### src/rtl/can_stuff_ctrl.sv
// CAN bit-stuffing sequencer: inserts complement bits on TX and flags or removes stuff bits on RX,
// advancing one bit per sample_point over the SOF..CRC stuff region.
module can_stuff_ctrl #(
    parameter int STUFF_LEN = 5,
    parameter int CNT_W     = 3
) (
    input  logic clk,
    input  logic rst,
    input  logic sample_point,
    input  logic tx_mode,
    input  logic frame_start,
    input  logic abort,
    input  logic stuff_region_end,
    input  logic data_bit,
    output logic data_req,
    output logic line_bit,
    input  logic rx_bit,
    output logic rx_valid,
    output logic stuff_active,
    output logic stuff_err,
    output logic busy
);

    typedef enum logic [1:0] {IDLE, ACTIVE, STUFF, ERR} state_t;

    localparam logic [CNT_W-1:0] RUN_MAX = CNT_W'(STUFF_LEN);
    localparam logic [CNT_W-1:0] RUN_ONE = CNT_W'(1);

    state_t           state, state_d;
    logic [CNT_W-1:0] cnt, cnt_d, run_cnt;
    logic             last, last_d;
    logic             line_d, err_d;
    logic             mode, mode_d;
    logic             pend, pend_d;
    logic             cur_bit;

    assign busy = (state == ACTIVE) || (state == STUFF);

    always_ff @(posedge clk or posedge rst) begin
        if (rst) begin
            state     <= IDLE;
            cnt       <= '0;
            last      <= 1'b1;
            line_bit  <= 1'b1;
            stuff_err <= 1'b0;
            mode      <= 1'b0;
            pend      <= 1'b0;
        end else begin
            state     <= state_d;
            cnt       <= cnt_d;
            last      <= last_d;
            line_bit  <= line_d;
            stuff_err <= err_d;
            mode      <= mode_d;
            pend      <= pend_d;
        end
    end

    always_comb begin
        state_d      = state;
        cnt_d        = cnt;
        last_d       = last;
        line_d       = line_bit;
        err_d        = stuff_err;
        mode_d       = mode;
        pend_d       = pend;
        data_req     = 1'b0;
        rx_valid     = 1'b0;
        stuff_active = 1'b0;

        cur_bit = mode ? data_bit : rx_bit;
        // count==0 marks the first bit of a frame, which always starts a new run
        if (cur_bit == last && cnt != '0)
            run_cnt = (cnt >= RUN_MAX) ? RUN_MAX : cnt + RUN_ONE;
        else
            run_cnt = RUN_ONE;

        if (abort) begin
            state_d = IDLE;
            line_d  = 1'b1;
            cnt_d   = '0;
            pend_d  = 1'b0;
        end else if (frame_start) begin
            state_d = ACTIVE;
            cnt_d   = '0;
            mode_d  = tx_mode;
            err_d   = 1'b0;
            pend_d  = 1'b0;
            line_d  = 1'b1;
        end else if (sample_point) begin
            case (state)
                IDLE: line_d = 1'b1;
                ACTIVE: begin
                    data_req = mode;
                    rx_valid = ~mode;
                    cnt_d    = run_cnt;
                    last_d   = cur_bit;
                    if (mode)
                        line_d = cur_bit;
                    // a due stuff bit outranks region end; the end is remembered for after it
                    if (run_cnt == RUN_MAX) begin
                        state_d = STUFF;
                        pend_d  = stuff_region_end;
                    end else if (stuff_region_end) begin
                        state_d = IDLE;
                        line_d  = 1'b1;
                    end
                end
                STUFF: begin
                    stuff_active = 1'b1;
                    pend_d       = 1'b0;
                    if (mode || rx_bit != last) begin
                        if (mode)
                            line_d = ~last;
                        last_d  = mode ? ~last : rx_bit;
                        cnt_d   = RUN_ONE;
                        state_d = pend ? IDLE : ACTIVE;
                    end else begin
                        err_d   = 1'b1;
                        state_d = ERR;
                    end
                end
                default: ;
            endcase
        end
    end

endmodule

### config.mk
export PLATFORM = sky130hd
export DESIGN_NAME = can_stuff_ctrl
export DESIGN_NICKNAME = d
export VERILOG_FILES = /design/src/rtl/can_stuff_ctrl.sv
export SDC_FILE = /design/constraint.sdc
export NUM_CORES = 1
export LEC_CHECK = 0
export ABC_AREA = 0
export CORE_UTILIZATION = 44
export CTS_CLUSTER_SIZE = 40
export DETAILED_ROUTE_END_ITERATION = 8
export PLACE_DENSITY = 0.71
export SYNTH_ARGS = -nofsm -noshare
export SYNTH_HDL_FRONTEND = slang
export SYNTH_SLANG_ARGS = --single-unit
### constraint.sdc
create_clock -name clk -period 1.72 [get_ports clk]
set_input_delay 0.43 -clock clk [delete_from_list [all_inputs] [get_ports clk]]
set_output_delay 0.43 -clock clk [all_outputs]
set_load 0.01 [all_outputs]
==> impl_metrics.yaml, run 1 <==
floorplanning:
  floorplan.initialDensity: 0.4870
  num_io_pins: 15
  placementRows: 14
  die_y_um: 43.31
  die_area_um2: 1875
  die_w_um: 43.31
  coreArea_um2: 1541
finish:
  drive_above_1_share: 0.4380
  fillers: 104
  syn_to_final_growth_pct: 64.00
  multiInputGateArea_um2: 546.8
  final_cells: 153
  fin_util: 0.7987
  final_nets: 153
  final_area_um2: 1231
  insertedDiodeCount: 0
  ff_latch_area_um2: 252.7
timing:
  holdWs_ns: 0.4327
  finalMaxSlewViolations: 0
  worst_slack_ns: -0.2136
  timing.final.crit_period_ns: 1.934
  tightest_slew_ns: 0.4425
  period_share: 1.124
  maxSlewHeadroom: 0.7044
  final-hold-violation-count: 0
  skew_ns: 0.004548
  rsz0062_at_grt: "true"
  finalSetupViolCount: 4
  fin_tns_setup_ns: -0.5996
  fmax_mhz: 517.2
setup_path:
  ff2ff_setup_slack_ns: -0.21
  crit_buf_inv: 1
  required_ns: 1.88
  crit_type: "reg -> reg"
  r2r_end: "pend"
  start_kind: "register"
  arrival_ns: 2.09
  path_cells: "ha_2, xnor2_2, o31a_1, buf_6, o311ai_4, o21ai_1, a22o_1"
  slowest_stage: "dfrtp_1"
  reg2reg_depth: 7
  cp_max_fo: 5
  reg2reg_from: "cnt[0]"
  critPathMaxStageDelay_ns: 0.41
  timing.critical_path.to_type: "register"
  critPathTopFamily: "compound AO/OA/AOI/OAI gates"
outcome:
  violations: "negative setup slack"
  status: "complete, but fails checks"
cts:
  cts_buffers: 3
  cts.sinks: 10
  cts_tree: "yes"
  ctsHoldBuffers: 0
  clk_path_buf_depth: 2
  clock-root-buffer: "clkbuf_4"
  cts_max_level: 1
  cts.clk_slew.worst_paths_ns: 0.07
  clkLatencyLatePin_ns: 0.28
route:
  antenna_left: 0
  post_drt_wl_per_cell_um: 13.64
  via_count: 829
  wl_mm: 2.087
  drt_iter0_drc: 15
  drc: 0
  drt-vias-per-instance: 5.418
  drt_pre_antenna_iters: 4
place:
  finalWeightedCongestion: 0.8861
  detailed_place_hpwl_mm: 1.426
  dpl.cell_count: 140
  place_area_um2: 1067
  numPortBuffers: 14
synth:
  synth_top_area_share: 0.2667
  synth_top_area_cell: "dfrtp_1"
  netlist_area_um2: 750.7
  syn_inst: 91
  synth.distinct_cells: 31
  ys_seq_area_frac: 0.3367
  synth.area.top_cells: "dfrtp_1 (27%), ha_1 (10%), dfstp_2 (7.0%)"
  synth_warnings: 0
  syn_area_per_cell_um2: 8.250
  synth_nets: 106
  ys_ff_latch: 10
power_and_ir_drop:
  swShare: 0.3276
  internal-power_mw: 0.4869
  p_clk_frac: 0.244
  combPwrFrac: 0.369
  vdd_ir_drop_max_mv: 0.5025
  powerDensity_nw_per_um2: 588.2
  power.switching_mw: 0.2373
  seqPwrFrac: 0.388
  power.leakage_nw: 0.5543
global_route:
  grt_pass1_vias: 780
  antenna_found_initial: 0
  grt_pass1_wl_mm: 3.111
  grt_overflow_total: 0
  grt_max_degree: 11
  track_usage: 0.2254
run:
  drv_cap: 0
worst_hold_path:
  hold_class: "in -> async"
-- final cells by class --
cell class | instances | area share
clock buffers | 4 | 0.02134
inverters | 8 | 0.02439
multi-input cells | 70 | 0.4441
flip-flops and latches | 10 | 0.2053
well taps | 16 | 0.01626
repair buffers | 45 | 0.2886
-- routing by layer --
layer,routed length [µm],part of all wire,GRT usage,vias to the layer above
li1,-,-,-,412
met1,846,0.41,0.2586,386
met2,1079,0.52,0.3970,25
met3,124,0.059,0.06809,6
met4,38,0.018,0.07273,0
met5,0,0,0,-
-- Yosys cell counts --
master,n
nand3_1,2
nand4_1,1
a41oi_1,1
a2bb2oi_1,2
and3_1,2
nor3b_1,1
or4_1,1
nand2_1,5
and2_1,2
o21ai_1,1
nor3_1,2
or2_2,1
nor2b_1,3
o21ai_0,7
dfstp_2,2
a21oi_1,9
inv_1,8
or3_1,1
mux2_2,1
a22o_1,1
dfrtp_1,8
o311ai_2,1
o22ai_1,1
o31a_1,2
clkbuf_1,3
a31oi_1,2
mux2i_1,1
xnor2_1,3
nor2_1,10
ha_1,6
a21boi_0,1
-- per-stage QoR --
step                      power [mW]  worst slack, ns
final                         0.7242          -0.2136
after floorplan               0.3911          -0.1270
after CTS                     0.7059          -0.1779
after global routing          0.7591          -0.2903
after global placement        0.4961          -0.4830
after detailed placement      0.4991          -0.5258
-- state kept, by name (all words and copies together) (netlist names) --
signal / cells
last: 1
state: 2
mode: 1
pend: 1
cnt: 3
line_bit: 1
stuff_err: 1
-- cell families after synthesis --
kind of cell	after synthesis	synth area share
xor gates and xnor gates	3	0.03501
and+or+nand+nor	31	0.2050
muxes	2	0.02833
buffers and inverters	11	0.05500
AOI/OAI and AO/OA	28	0.2400
DFF	10	0.3367
adders and majority gates	6	0.1000
-- power by group through the flow --
stage          registers [mW]  logic (mW)  clock network [mW]
3_3_place_gp            0.282       0.214                   0
5_1_grt                 0.284       0.289               0.186
4_1_cts                 0.281       0.245               0.180
3_5_place_dp            0.283       0.216                   0
2_1_floorplan           0.267       0.124                   0
6_report                0.281       0.267               0.177
-- layout by cell type (no fill, tap or decap), types with 2 or more instances in the layout --
master and n:
o21ai_0 5, dfstp_2 2, nand2_1 5, o21ai_1 2
ha_2 2, inv_2 3, dlygate4sd2_1 4, ha_1 3
clkdlybuf4s50_1 6, buf_2 3, xnor2_2 2, o31a_1 2
a31oi_1 2, inv_1 5, nor2b_1 3, and3_1 2
nor2_1 8, clkbuf_4 3, buf_4 29, buf_6 2
a21oi_1 8, dfrtp_1 8
-- timing repair --
item / CTS / global route
buffers inserted: 6 / 3
pin swaps: 9 / 4
hold endpoints to repair: 0 / 0
endpoints found under the setup margin: 8 / 10
resized for setup: 31 / 12
-- worst max path at each step --
stage | slack (ns) | to | cells after the start | from
2_1_floorplan | -0.13 | pend | 6 | cnt[0]
4_1_cts | -0.18 | pend | 7 | cnt[0]
3_5_place_dp | -0.53 | data_req | 5 | abort
6_report | -0.21 | pend | 7 | cnt[0]
5_1_grt | -0.29 | state[1] | 8 | cnt[0]
3_3_place_gp | -0.48 | data_req | 5 | abort
Power figures use the tool's default switching activity.
==> inputs of run 2 (changes only) <==
--- a/config.mk
+++ b/config.mk
@@ -6,10 +6,13 @@
 export NUM_CORES = 1
 export LEC_CHECK = 0
 export ABC_AREA = 0
-export CORE_UTILIZATION = 44
+export CELL_PAD_IN_SITES_DETAIL_PLACEMENT = 1
+export CELL_PAD_IN_SITES_GLOBAL_PLACEMENT = 1
+export CORE_UTILIZATION = 40
 export CTS_CLUSTER_SIZE = 40
 export DETAILED_ROUTE_END_ITERATION = 8
-export PLACE_DENSITY = 0.71
+export DONT_BUFFER_PORTS = 1
+export PLACE_DENSITY = 0.7
 export SYNTH_ARGS = -nofsm -noshare
 export SYNTH_HDL_FRONTEND = slang
 export SYNTH_SLANG_ARGS = --single-unit
==> impl_metrics.yaml, run 2 (synthesis gave the netlist of run 1 again) <==
timing:
  fmax_mhz: 516.8
  skew_ns: 0.001116
  finalMaxSlewViolations: 0
  worst_slack_ns: -0.2151
  tightest_slew_ns: 0.4837
  final-hold-violation-count: 0
  maxSlewHeadroom: 0.6768
  rsz0062_at_grt: "true"
  holdWs_ns: 0.04250
  timing.final.crit_period_ns: 1.935
  finalSetupViolCount: 3
  period_share: 1.125
power_and_ir_drop:
  power.switching_mw: 0.2373
  powerDensity_nw_per_um2: 660.6
  seqPwrFrac: 0.414
  vdd_ir_drop_max_mv: 0.5154
  p_clk_frac: 0.254
  total_power_mw: 0.6753
  swShare: 0.3514
  power.leakage_nw: 0.4268
  internal-power_mw: 0.4380
  combPwrFrac: 0.332
place:
  detailed_place_hpwl_mm: 1.608
  finalWeightedCongestion: 0.7564
  numPortBuffers: 0
global_route:
  grt_overflow_total: 0
  grt_max_degree: 11
  grt_pass1_vias: 772
  antenna_found_initial: 0
  track_usage: 0.2575
  grt_pass1_wl_mm: 3.663
floorplanning:
  die_area_um2: 2054
  coreArea_um2: 1745
  placementRows: 15
  floorplan.initialDensity: 0.4301
  num_io_pins: 15
  die_w_um: 45.32
  die_y_um: 45.32
route:
  drc: 0
  wl_mm: 2.422
  post_drt_wl_per_cell_um: 18.07
  drt-vias-per-instance: 5.522
  drt_iter0_drc: 8
  antenna_left: 0
  via_count: 740
  drt_pre_antenna_iters: 4
cts:
  cts_tree: "yes"
  cts_buffers: 3
  cts.clk_slew.worst_paths_ns: 0.07
  clkLatencyLatePin_ns: 0.26
  cts.sinks: 10
  ctsHoldBuffers: 0
  cts_max_level: 1
  clock-root-buffer: "clkbuf_4"
  clk_path_buf_depth: 2
setup_path:
  start_kind: "register"
  timing.critical_path.to_type: "register"
  required_ns: 1.91
  crit_type: "reg -> reg"
  arrival_ns: 2.13
  crit_start: "cnt[1]"
  cp_max_fo: 3
  reg2reg_from: "cnt[1]"
finish:
  fillers: 208
  final_nets: 126
  final_cell_mix: "buf_4 (18), nor2_1 (8), dfrtp_1 (8)"
  final_common_cell: "buf_4"
  insertedDiodeCount: 0
  drive_above_1_share: 0.4128
  largest_reg_flops: 3
  reg.largest.list: "cnt (3), state (2)"
  syn_to_final_growth_pct: 36.17
  top_register: "cnt"
outcome:
  status: "complete, but fails checks"
  violations: "negative setup slack"
worst_hold_path:
  hold_class: "in -> async"
run:
  drv_cap: 0
## run 2: changes by cell type in the layout (fill, tap and decap cells not counted), sizes merged
| cell | delta |
|---|---|
| buf | -16 |
| clkdlybuf4s50 | -6 |
| dlygate4sd2 | -4 |
| clkbuf | -2 |
## run 2: layout make-up
| cell class | instances | area [µm²] | share of cell area |
|---|---|---|---|
| multi-input cells | 70 | 550.5 | 0.5386 |
| flip-flops and latches | 10 | 252.7 | 0.2472 |
| repair buffers | 18 | 135.1 | 0.1322 |
| well taps | 25 | 31.28 | 0.03060 |
| inverters | 8 | 30.03 | 0.02938 |
| clock buffers | 3 | 22.52 | 0.02203 |
## run 2: final timing paths
kind / to / slack, ns / depth (start not counted)
min: cnt[2] / 0.04 / 1
max reg2reg: state[1] / -0.22 / 6
max: state[1] / -0.22 / 6
min in group clk: mode / 0.29 / 2
min reg2reg: pend / 0.53 / 1
max in group asynchronous: line_bit / 1.35 / 1
## run 2: timing repair
action / in CTS / in global routing
endpoints found under the hold margin: 0 / 0
gates resized for setup: 13 / 12
setup buffers: 1 / 3
endpoints found under the setup margin: 8 / 12
pin swaps: 4 / 5
## run 2: metal layers
layer | global-route usage | vias up | share of wire
met4 | 0.09091 | 0 | 0.0087
li1 | - | 361 | -
met2 | 0.4174 | 10 | 0.50
met5 | 0 | - | 0
met1 | 0.3309 | 367 | 0.46
met3 | 0.06400 | 2 | 0.027
## run 2: power by group through the flow
stage	combinational, mW	sequential [mW]	clock [mW]
floorplan	0.124	0.267	0
global placement	0.165	0.281	0
detailed placement	0.170	0.282	0
CTS	0.185	0.279	0.173
global route	0.243	0.284	0.187
finish	0.224	0.279	0.171
## run 2: worst max-delay path: stages (launching register included)
cell	delay [ns]
dfrtp_1	0.41
inv_2	0.09
ha_4	0.20
o31a_1	0.35
or4_4	0.50
a21oi_2	0.15
a2bb2oi_1	0.16
## run 2: stage by stage
stage | cells | area (µm²) | util | worst slack (ns) | setup TNS (ns)
2_1_floorplan | 91 | 753.2 | - | -0.1270 | -0.2587
5_1_grt | 134 | 1022 | 0.5857 | -0.3204 | -0.7680
6_report | 134 | 1022 | 0.5857 | -0.2151 | -0.4812
3_3_place_gp | 127 | 878.3 | 0.5032 | -0.1160 | -0.2803
4_1_cts | 131 | 953.4 | 0.5462 | -0.1756 | -0.4133
3_5_place_dp | 127 | 878.3 | 0.5032 | -0.1821 | -0.4770
